**src/rtl/br_ram_port_arbiter.sv**
```systemverilog
// br_ram_port_arbiter: round-robin share of one tiled-RAM address/data path
// between NumRequesters valid/ready requesters. Output feeds the address
// decoder directly and has no backpressure; stall suspends granting.
// Optional build macro BR_RAM_PORT_ARB_OUTPUT_REG_EN: when defined the out_*
// bus is flopped (latency 1), otherwise it is combinational from the winner.

// Per-requester slice of the one-hot AND-OR output mux.
module br_ram_port_arbiter_lane #(
  parameter int AddressWidth = 1,
  parameter int DataWidth    = 1
) (
  input  logic                    sel_i,
  input  logic [AddressWidth-1:0] addr_i,
  input  logic [DataWidth-1:0]    data_i,
  output logic [AddressWidth-1:0] addr_o,
  output logic [DataWidth-1:0]    data_o
);
  assign addr_o = sel_i ? addr_i : '0;
  assign data_o = sel_i ? data_i : '0;
endmodule

module br_ram_port_arbiter #(
  parameter  int NumRequesters = 2,
  parameter  int Depth         = 2,
  parameter  int DataWidth     = 1,
  localparam int AddressWidth  = $clog2(Depth)
) (
  input  logic                                      clk,
  input  logic                                      rst,
  input  logic [NumRequesters-1:0]                  req_valid,
  output logic [NumRequesters-1:0]                  req_ready,
  input  logic [NumRequesters-1:0][AddressWidth-1:0] req_addr,
  input  logic [NumRequesters-1:0][DataWidth-1:0]    req_data,
  input  logic                                      stall,
  output logic                                      out_valid,
  output logic [AddressWidth-1:0]                   out_addr,
  output logic [DataWidth-1:0]                      out_data,
  output logic [NumRequesters-1:0]                  out_grant
);
  localparam int PtrW = $clog2(NumRequesters);

  logic [PtrW-1:0]                          ptr_q, ptr_d;
  logic [PtrW-1:0]                          win_idx;
  logic                                     found;
  logic [NumRequesters-1:0]                 gnt;
  logic [NumRequesters-1:0][AddressWidth-1:0] lane_addr;
  logic [NumRequesters-1:0][DataWidth-1:0]    lane_data;
  logic [AddressWidth-1:0]                  mux_addr;
  logic [DataWidth-1:0]                     mux_data;

  // Search valid requesters starting at ptr, wrapping modulo NumRequesters.
  always_comb begin
    int j;
    found   = 1'b0;
    win_idx = '0;
    j       = 0;
    for (int k = 0; k < NumRequesters; k++) begin
      j = int'(ptr_q) + k;
      if (j >= NumRequesters) j = j - NumRequesters;
      if (!found && req_valid[j]) begin
        found   = 1'b1;
        win_idx = PtrW'(j);
      end
    end
  end

  // Single winner, suppressed during stall and reset.
  always_comb begin
    gnt = '0;
    if (found && !stall && !rst) gnt[win_idx] = 1'b1;
  end

  assign req_ready = gnt;

  // Pointer moves just past the winner; held when nothing is granted.
  always_comb begin
    ptr_d = ptr_q;
    if (|gnt) ptr_d = (win_idx == PtrW'(NumRequesters - 1)) ? '0 : win_idx + PtrW'(1);
  end

  // Priority pointer register.
  always_ff @(posedge clk) begin
    if (rst) ptr_q <= '0;
    else     ptr_q <= ptr_d;
  end

  // One mux slice per requester; non-selected lanes contribute zero.
  for (genvar g = 0; g < NumRequesters; g++) begin : g_lane
    br_ram_port_arbiter_lane #(
      .AddressWidth(AddressWidth),
      .DataWidth   (DataWidth)
    ) u_lane (
      .sel_i (gnt[g]),
      .addr_i(req_addr[g]),
      .data_i(req_data[g]),
      .addr_o(lane_addr[g]),
      .data_o(lane_data[g])
    );
  end

  // OR-combine the masked lanes into the granted address/data.
  always_comb begin
    mux_addr = '0;
    mux_data = '0;
    for (int i = 0; i < NumRequesters; i++) begin
      mux_addr = mux_addr | lane_addr[i];
      mux_data = mux_data | lane_data[i];
    end
  end

`ifdef BR_RAM_PORT_ARB_OUTPUT_REG_EN
  logic                     out_valid_q;
  logic [NumRequesters-1:0] out_grant_q;
  logic [AddressWidth-1:0]  out_addr_q;
  logic [DataWidth-1:0]     out_data_q;

  // Registered decoder bus; addr/data only reload on a grant.
  always_ff @(posedge clk) begin
    if (rst) begin
      out_valid_q <= 1'b0;
      out_grant_q <= '0;
      out_addr_q  <= '0;
      out_data_q  <= '0;
    end else begin
      out_valid_q <= |gnt;
      out_grant_q <= gnt;
      if (|gnt) begin
        out_addr_q <= mux_addr;
        out_data_q <= mux_data;
      end
    end
  end

  assign out_valid = out_valid_q;
  assign out_grant = out_grant_q;
  assign out_addr  = out_addr_q;
  assign out_data  = out_data_q;

  a_accept_lat1: assert property (@(posedge clk) disable iff (rst)
    (|gnt) |=> (out_valid && out_addr == $past(mux_addr) && out_data == $past(mux_data)));
`else
  assign out_valid = |gnt;
  assign out_grant = gnt;
  assign out_addr  = mux_addr;
  assign out_data  = mux_data;

  a_accept_lat0: assert property (@(posedge clk) out_valid == |(req_valid & req_ready));
`endif

  a_rdy_onehot0: assert property (@(posedge clk) $onehot0(req_ready));
  a_grant_oh:    assert property (@(posedge clk) $onehot(out_grant) == out_valid);
  a_addr_range:  assert property (@(posedge clk) out_valid |-> (32'(out_addr) < 32'(Depth)));

endmodule
```
**config.mk**
```make
export PLATFORM = sky130hd
export DESIGN_NAME = br_ram_port_arbiter
export DESIGN_NICKNAME = d
export VERILOG_FILES = /design/src/rtl/br_ram_port_arbiter.sv
export SDC_FILE = /design/constraint.sdc
export NUM_CORES = 1
export LEC_CHECK = 0
export ABC_AREA = 0
export BUFFER_PORTS_ARGS = -buffer_cell sky130_fd_sc_hd__buf_2
export CAP_MARGIN = 20
export CORE_AREA = 2 2 39 41
export DETAILED_ROUTE_END_ITERATION = 10
export DIE_AREA = 0 0 41 43
export PLACE_DENSITY = 0.35
export SLEW_MARGIN = 10
export SYNTH_ARGS = -nofsm -noshare
export SYNTH_HDL_FRONTEND = slang
export SYNTH_SLANG_ARGS = --single-unit
```
**constraint.sdc**
```tcl
create_clock -name clk -period 1.2 [get_ports clk]
set_input_delay 0.24 -clock clk [delete_from_list [all_inputs] [get_ports clk]]
set_output_delay 0.24 -clock clk [all_outputs]
set_load 0.1 [all_outputs]
```
=== Word level (Yosys, flattened, before mapping) ===
Cells that the tools add are included.

* $add $sub $neg: 4
* Magnitude comparators: 6
* Muxes and demuxes: 20
* Bitwise gates (word level): 2
* Reductions and logical operators: 8

{| class="wikitable"
|+ Operators by type and width
! operator !! number
|-
| 32-bit by 3-bit < comparator with 1-bit output, second input constant || 2
|-
| 32-bit 2-to-1 mux || 2
|-
| 1-bit 2-to-1 mux || 16
|-
| 1-bit logical AND || 4
|-
| 1-bit logical NOT || 3
|-
| 1-bit by 2-bit subtractor with 3-bit output, second input constant || 1
|-
| 2-bit by 2-bit subtractor with 3-bit output, second input constant || 1
|-
| 1-bit by 1-bit adder with 2-bit output, second input constant || 1
|-
| 1-bit by 2-bit greater-or-equal comparator with 1-bit output, second input constant || 1
|-
| 2-bit greater-or-equal comparator, second input constant || 1
|-
| 1-bit by 2-bit < comparator with 1-bit output, second input constant || 1
|-
| 2-bit 2-to-1 mux || 1
|-
| 1-bit bitwise OR || 2
|-
| 2-bit OR reduction || 1
|-
| 1-bit adder, second input constant || 1
|-
| 1-bit demux with 1-bit select || 1
|-
| 1-bit greater-or-equal comparator, second input constant || 1
|}

* Register bits after elaboration: 1
* Input port bits: 9
* Word-level logic and storage cells: 41

=== Longest topological paths before layout ===
* Depth after elaboration: 16
* Depth in mapped cells: 4
* Depth with buffers taken out: 3

=== Hierarchy ===
From an unflattened synthesis, not the netlist that was laid out.

* Cells, all modules: 20
* Area, all modules: 143.9 µm²

{| class="wikitable"
|+ By module, submodules not included
! module !! instances !! cells each !! area an instance (µm²)
|-
| br_ram_port_arbiter || 1 || 16 || 118.9
|-
| br_ram_port_arbiter_lane || 2 || 2 || 12.5
|}

=== Worst setup path after synthesis ===
OpenSTA, ideal clock, no wires.

* Kind: reg-to-output
* Start: reg ptr_q
* End: out out_addr
* Arrival time: 2.047 ns
* Setup slack: -1.087 ns
* Cell stages (with the launch flop): 4
* Buffers on the path: 0
* Cells stage by stage: dfxtp_1 nor2b_2 o21ai_0 a21oi_1

* Cells in the longest elaborated chain, start to end: 16

{| class="wikitable"
|+ Ends and longest elaborated chain
! what !! line !! text
|-
| from (decl) || 42 || <nowiki>logic [PtrW-1:0] ptr_q, ptr_d;</nowiki>
|-
| from (signal assigned) || 84 || <nowiki>else ptr_q <= ptr_d;</nowiki>
|-
| 1-bit by 2-bit subtractor with 3-bit output / 1-bit by 2-bit greater-or-equal comparator with 1-bit output (equally long branches) || 59 || <nowiki>if (j >= NumRequesters) j = j - NumRequesters;</nowiki>
|-
| 32-bit 2-to-1 mux || 59 ||
|-
| 1-bit 2-to-1 mux (implied by the code) (3 in series) || 60 || <nowiki>if (!found && req_valid[j]) begin</nowiki>
|-
| 1-bit 2-to-1 mux || 60 ||
|-
| 1-bit logical NOT || 60 ||
|-
| 1-bit logical AND || 60 ||
|-
| 1-bit 2-to-1 mux || 60 ||
|-
| 1-bit by 2-bit < comparator with 1-bit output (implied by the code) / 1-bit greater-or-equal comparator (equally long branches) || 70 || <nowiki>if (found && !stall && !rst) gnt[win_idx] = 1'b1;</nowiki>
|-
| 1-bit logical AND (implied by the code) || 70 ||
|-
| 1-bit 2-to-1 mux (implied by the code) || 70 ||
|-
| 1-bit demux with 1-bit select || 70 ||
|-
| 2-bit 2-to-1 mux * || 70 ||
|-
| 1-bit 2-to-1 mux || 18 || <nowiki>assign addr_o = sel_i ? addr_i : '0;</nowiki>
|-
| 1-bit bitwise OR * || 106 || <nowiki>mux_addr = mux_addr | lane_addr[i];</nowiki>
|-
| to (decl) || 36 || <nowiki>output logic [AddressWidth-1:0] out_addr,</nowiki>
|}

Mark *: on every way between the ends. The rest lies on a longest branch, timed or not. The select of a mux whose other input is x is not followed.

=== Worst setup path after layout ===
* Start: in req_valid[1]
* End: out out_grant[0]

* Cells in the longest elaborated chain, start to end: 12

{| class="wikitable"
|+ Ends and longest elaborated chain
! what !! line !! text
|-
| from (decl) || 30 || <nowiki>input logic [NumRequesters-1:0] req_valid,</nowiki>
|-
| 1-bit 2-to-1 mux (implied by the code) (3 in series) || 60 ||
|-
| 1-bit 2-to-1 mux || 60 ||
|-
| 1-bit logical NOT || 60 ||
|-
| 1-bit logical AND || 60 ||
|-
| 1-bit 2-to-1 mux || 60 ||
|-
| 1-bit by 2-bit < comparator with 1-bit output (implied by the code) / 1-bit greater-or-equal comparator (equally long branches) || 70 ||
|-
| 1-bit logical AND (implied by the code) || 70 ||
|-
| 1-bit 2-to-1 mux (implied by the code) || 70 ||
|-
| 1-bit demux with 1-bit select || 70 ||
|-
| 2-bit 2-to-1 mux * || 70 ||
|-
| to (decl) || 38 || <nowiki>output logic [NumRequesters-1:0] out_grant</nowiki>
|}

Marks and branches as above.

==> flow_summary.yaml <==
synth:
  synth_fp_nets: 31
  muxShareOfSynthArea: 0
  synth_area_um2: 151
  synth_top_family_by_area: "compound AO/OA/AOI/OAI gates"
  yosysSeqAreaShare: 0.132
  synth_fa_ha_area_frac: 0
  synth_cells: 22
  synth.ff_latch_count: 1
  synth-compound-area-share: 0.455
  yosysWarnings: 0
  synth-simple-area-share: 0.116
  synth_cell_types: 12
  synth_xor_area_frac: 0
  syn_avg_cell_area_um2: 6.88
finish:
  utilization: 0.367
  top_register: "ptr_q"
  drive_gt1_frac: 0.850
  finalNetCount: 51
  multi_input_comb_area_um2: 158
  reg_top3: "ptr_q (1)"
  seq_area_um2: 23.8
  nFillCells: 141
  diodes: 0
  largest_reg_flops: 1
  area_growth_pct: 236
clocking:
  cts.clk_slew.worst_paths_ns: 0
  clk_latency_ns: 0
critical_path:
  startpoint_type: "input pin"
  crit_end: "out_grant[0]"
  reg2reg_depth: 2
  worst-setup-path-type: "in2out"
  startpoint: "req_valid[1]"
  arrival_ns: 1.04
  cp.required_ns: 0.96
  r2r_slack_ns: 0.44
  critPathCaptureType: "output pin"
  rr_endpoint: "ptr_q$_SDFFE_PP0P_"
  reg2reg_from: "ptr_q$_SDFFE_PP0P_"
  cp_max_fo: 4
min_path:
  min_from: "rst"
  hold_class: "in2reg"
routing:
  wl_met3_um: 83
  drt_iter0_drc: 1
  top_layer_used: "met3"
  vias_per_cell: 3.98
  met2WireLength_um: 323
  drtAntennaViolNets: 0
  wl_per_cell_um: 11.0
  drcViolationCount: 0
  first_pass_iters: 2
  met1_length_um: 211
  vias: 223
  wl_um: 618
global_routing:
  grt_usage: 0.0689
  grt_overflow: 0
  grt_first_pass_wirelength_um: 883
  grt_max_degree: 7
  grt_antenna_before_repair: 0
  grt_pass1_vias: 224
placed_design:
  place.gp.congestion: 0.600
  hpwlAfterDp_um: 483
  io_buffers: 15
sta:
  relSlewSlack: 0.814
  fmax_mhz: 781
  tightestPinTransition_ns: 0.278
  hold_violations: 0
  finalSetupTns_ns: -0.299
  grt_setup_unrepaired: "true"
  clock_skew_ns: 0
  fin_crit_sh: 1.07
  finalCriticalPeriod_ns: 1.28
  slew_violations: 0
  setup_viol: 7
  setup_slack_ns: -0.0811
floorplan:
  start_util: 0.109
  rows: 14
  coreArea_um2: 1380
  pin_count: 16
  dieArea_um2: 1760
  die_w_um: 41
  fp.dieH_um: 43
pwr:
  cellPowerDensity_nw_per_um2: 513
  vdd_ir_drop_max_uv: 226
  finalPower_mw: 0.260
  p_leak_nw: 0.197
job:
  maxCapViolCount: 0
status:
  status: "finished, violations left"
  violations: "negative setup slack"
[synthesized netlist by cell type]
| cell | n | area (um^2) |
|---|---|---|
| buf_4 | 4 | 30.0 |
| inv_1 | 4 | 15.0 |
| a21oi_1 | 3 | 15.0 |
| o211ai_1 | 2 | 15.0 |
| o21ai_0 | 2 | 10.0 |
| a2111oi_2 | 1 | 15.0 |
| a311oi_1 | 1 | 8.76 |
| dfxtp_1 | 1 | 20.0 |
| nor2_1 | 1 | 3.75 |
| nor2b_2 | 1 | 8.76 |
| nor3_1 | 1 | 5.00 |
| o21ai_1 | 1 | 5.00 |
[cells by family (layout without fill, tap and decap cells)]
| kind of cell | Yosys count | after routing |
|---|---|---|
| compound gates | 10 | 10 |
| buf+inv | 8 | 26 |
| simple gates | 3 | 3 |
| flops | 1 | 1 |
[cell usage in the layout (no fill, tap or decap)]
cell type | netlist | layout
a2111oi_4 | 0 | 1
inv_1 | 4 | 2
a21oi_1 | 3 | 1
a311oi_1 | 1 | 1
nor3_2 | 0 | 1
nor2b_4 | 0 | 1
o21ai_4 | 0 | 1
o21ai_2 | 0 | 2
buf_2 | 0 | 4
clkinvlp_4 | 0 | 1
nor2_4 | 0 | 1
o211ai_1 | 2 | 2
buf_8 | 0 | 2
a21oi_4 | 0 | 2
buf_12 | 0 | 8
dfxtp_4 | 0 | 1
buf_6 | 0 | 4
inv_4 | 0 | 1
buf_4 | 4 | 4
[stage by stage]
step                      cell area, um^2  hold slack, ns  worst slack [ns]  cells
after floorplan                       210           0.305            -0.148     22
after global placement                425           0.438            -0.183     56
after detailed placement              425           0.450            -0.174     56
after CTS                             468           0.480            -0.158     56
after global routing                  508           0.427            -0.107     56
final                                 508           0.417           -0.0811     56
[report_power, final]
part	switching, mW	internal [mW]
combinational	0.123	0.0953
clock	0	0
sequential	0.00633	0.0360
[routing by layer]
layer,GRT usage,up-vias
met3,0.0157,0
met2,0.125,10
li1,-,112
met1,0.0823,101
met4,0,0
met5,0,-
[worst min path at each step]
| stage | end | depth (start not counted) |
|---|---|---|
| after detailed placement | ptr_q$_SDFFE_PP0P_ | 2 |
| after global routing | ptr_q$_SDFFE_PP0P_ | 2 |
| after CTS | ptr_q$_SDFFE_PP0P_ | 2 |
| final | ptr_q$_SDFFE_PP0P_ | 2 |
| after global placement | ptr_q$_SDFFE_PP0P_ | 2 |
| after floorplan | ptr_q$_SDFFE_PP0P_ | 1 |
[layout make-up]
class,instances,share of cell area
Inverter,4,0.0419
Multi-Input combinational cell,13,0.310
Sequential cell,1,0.0468
Tap cell,16,0.0394
Timing Repair Buffer,22,0.562
[repair_timing]
item | in CTS | in global routing
setup buffers | 0 | 0
pin swaps | 5 | 4
setup endpoints to repair | 7 | 7
hold buffers | 0 | 0
resized for setup | 10 | 13
[worst max-delay path: stages]
cell,delay (ns)
buf_12,0.11
a2111oi_4,0.32
buf_4,0.19
buf_12,0.17
No activity file was read; power rests on OpenSTA's default activity.
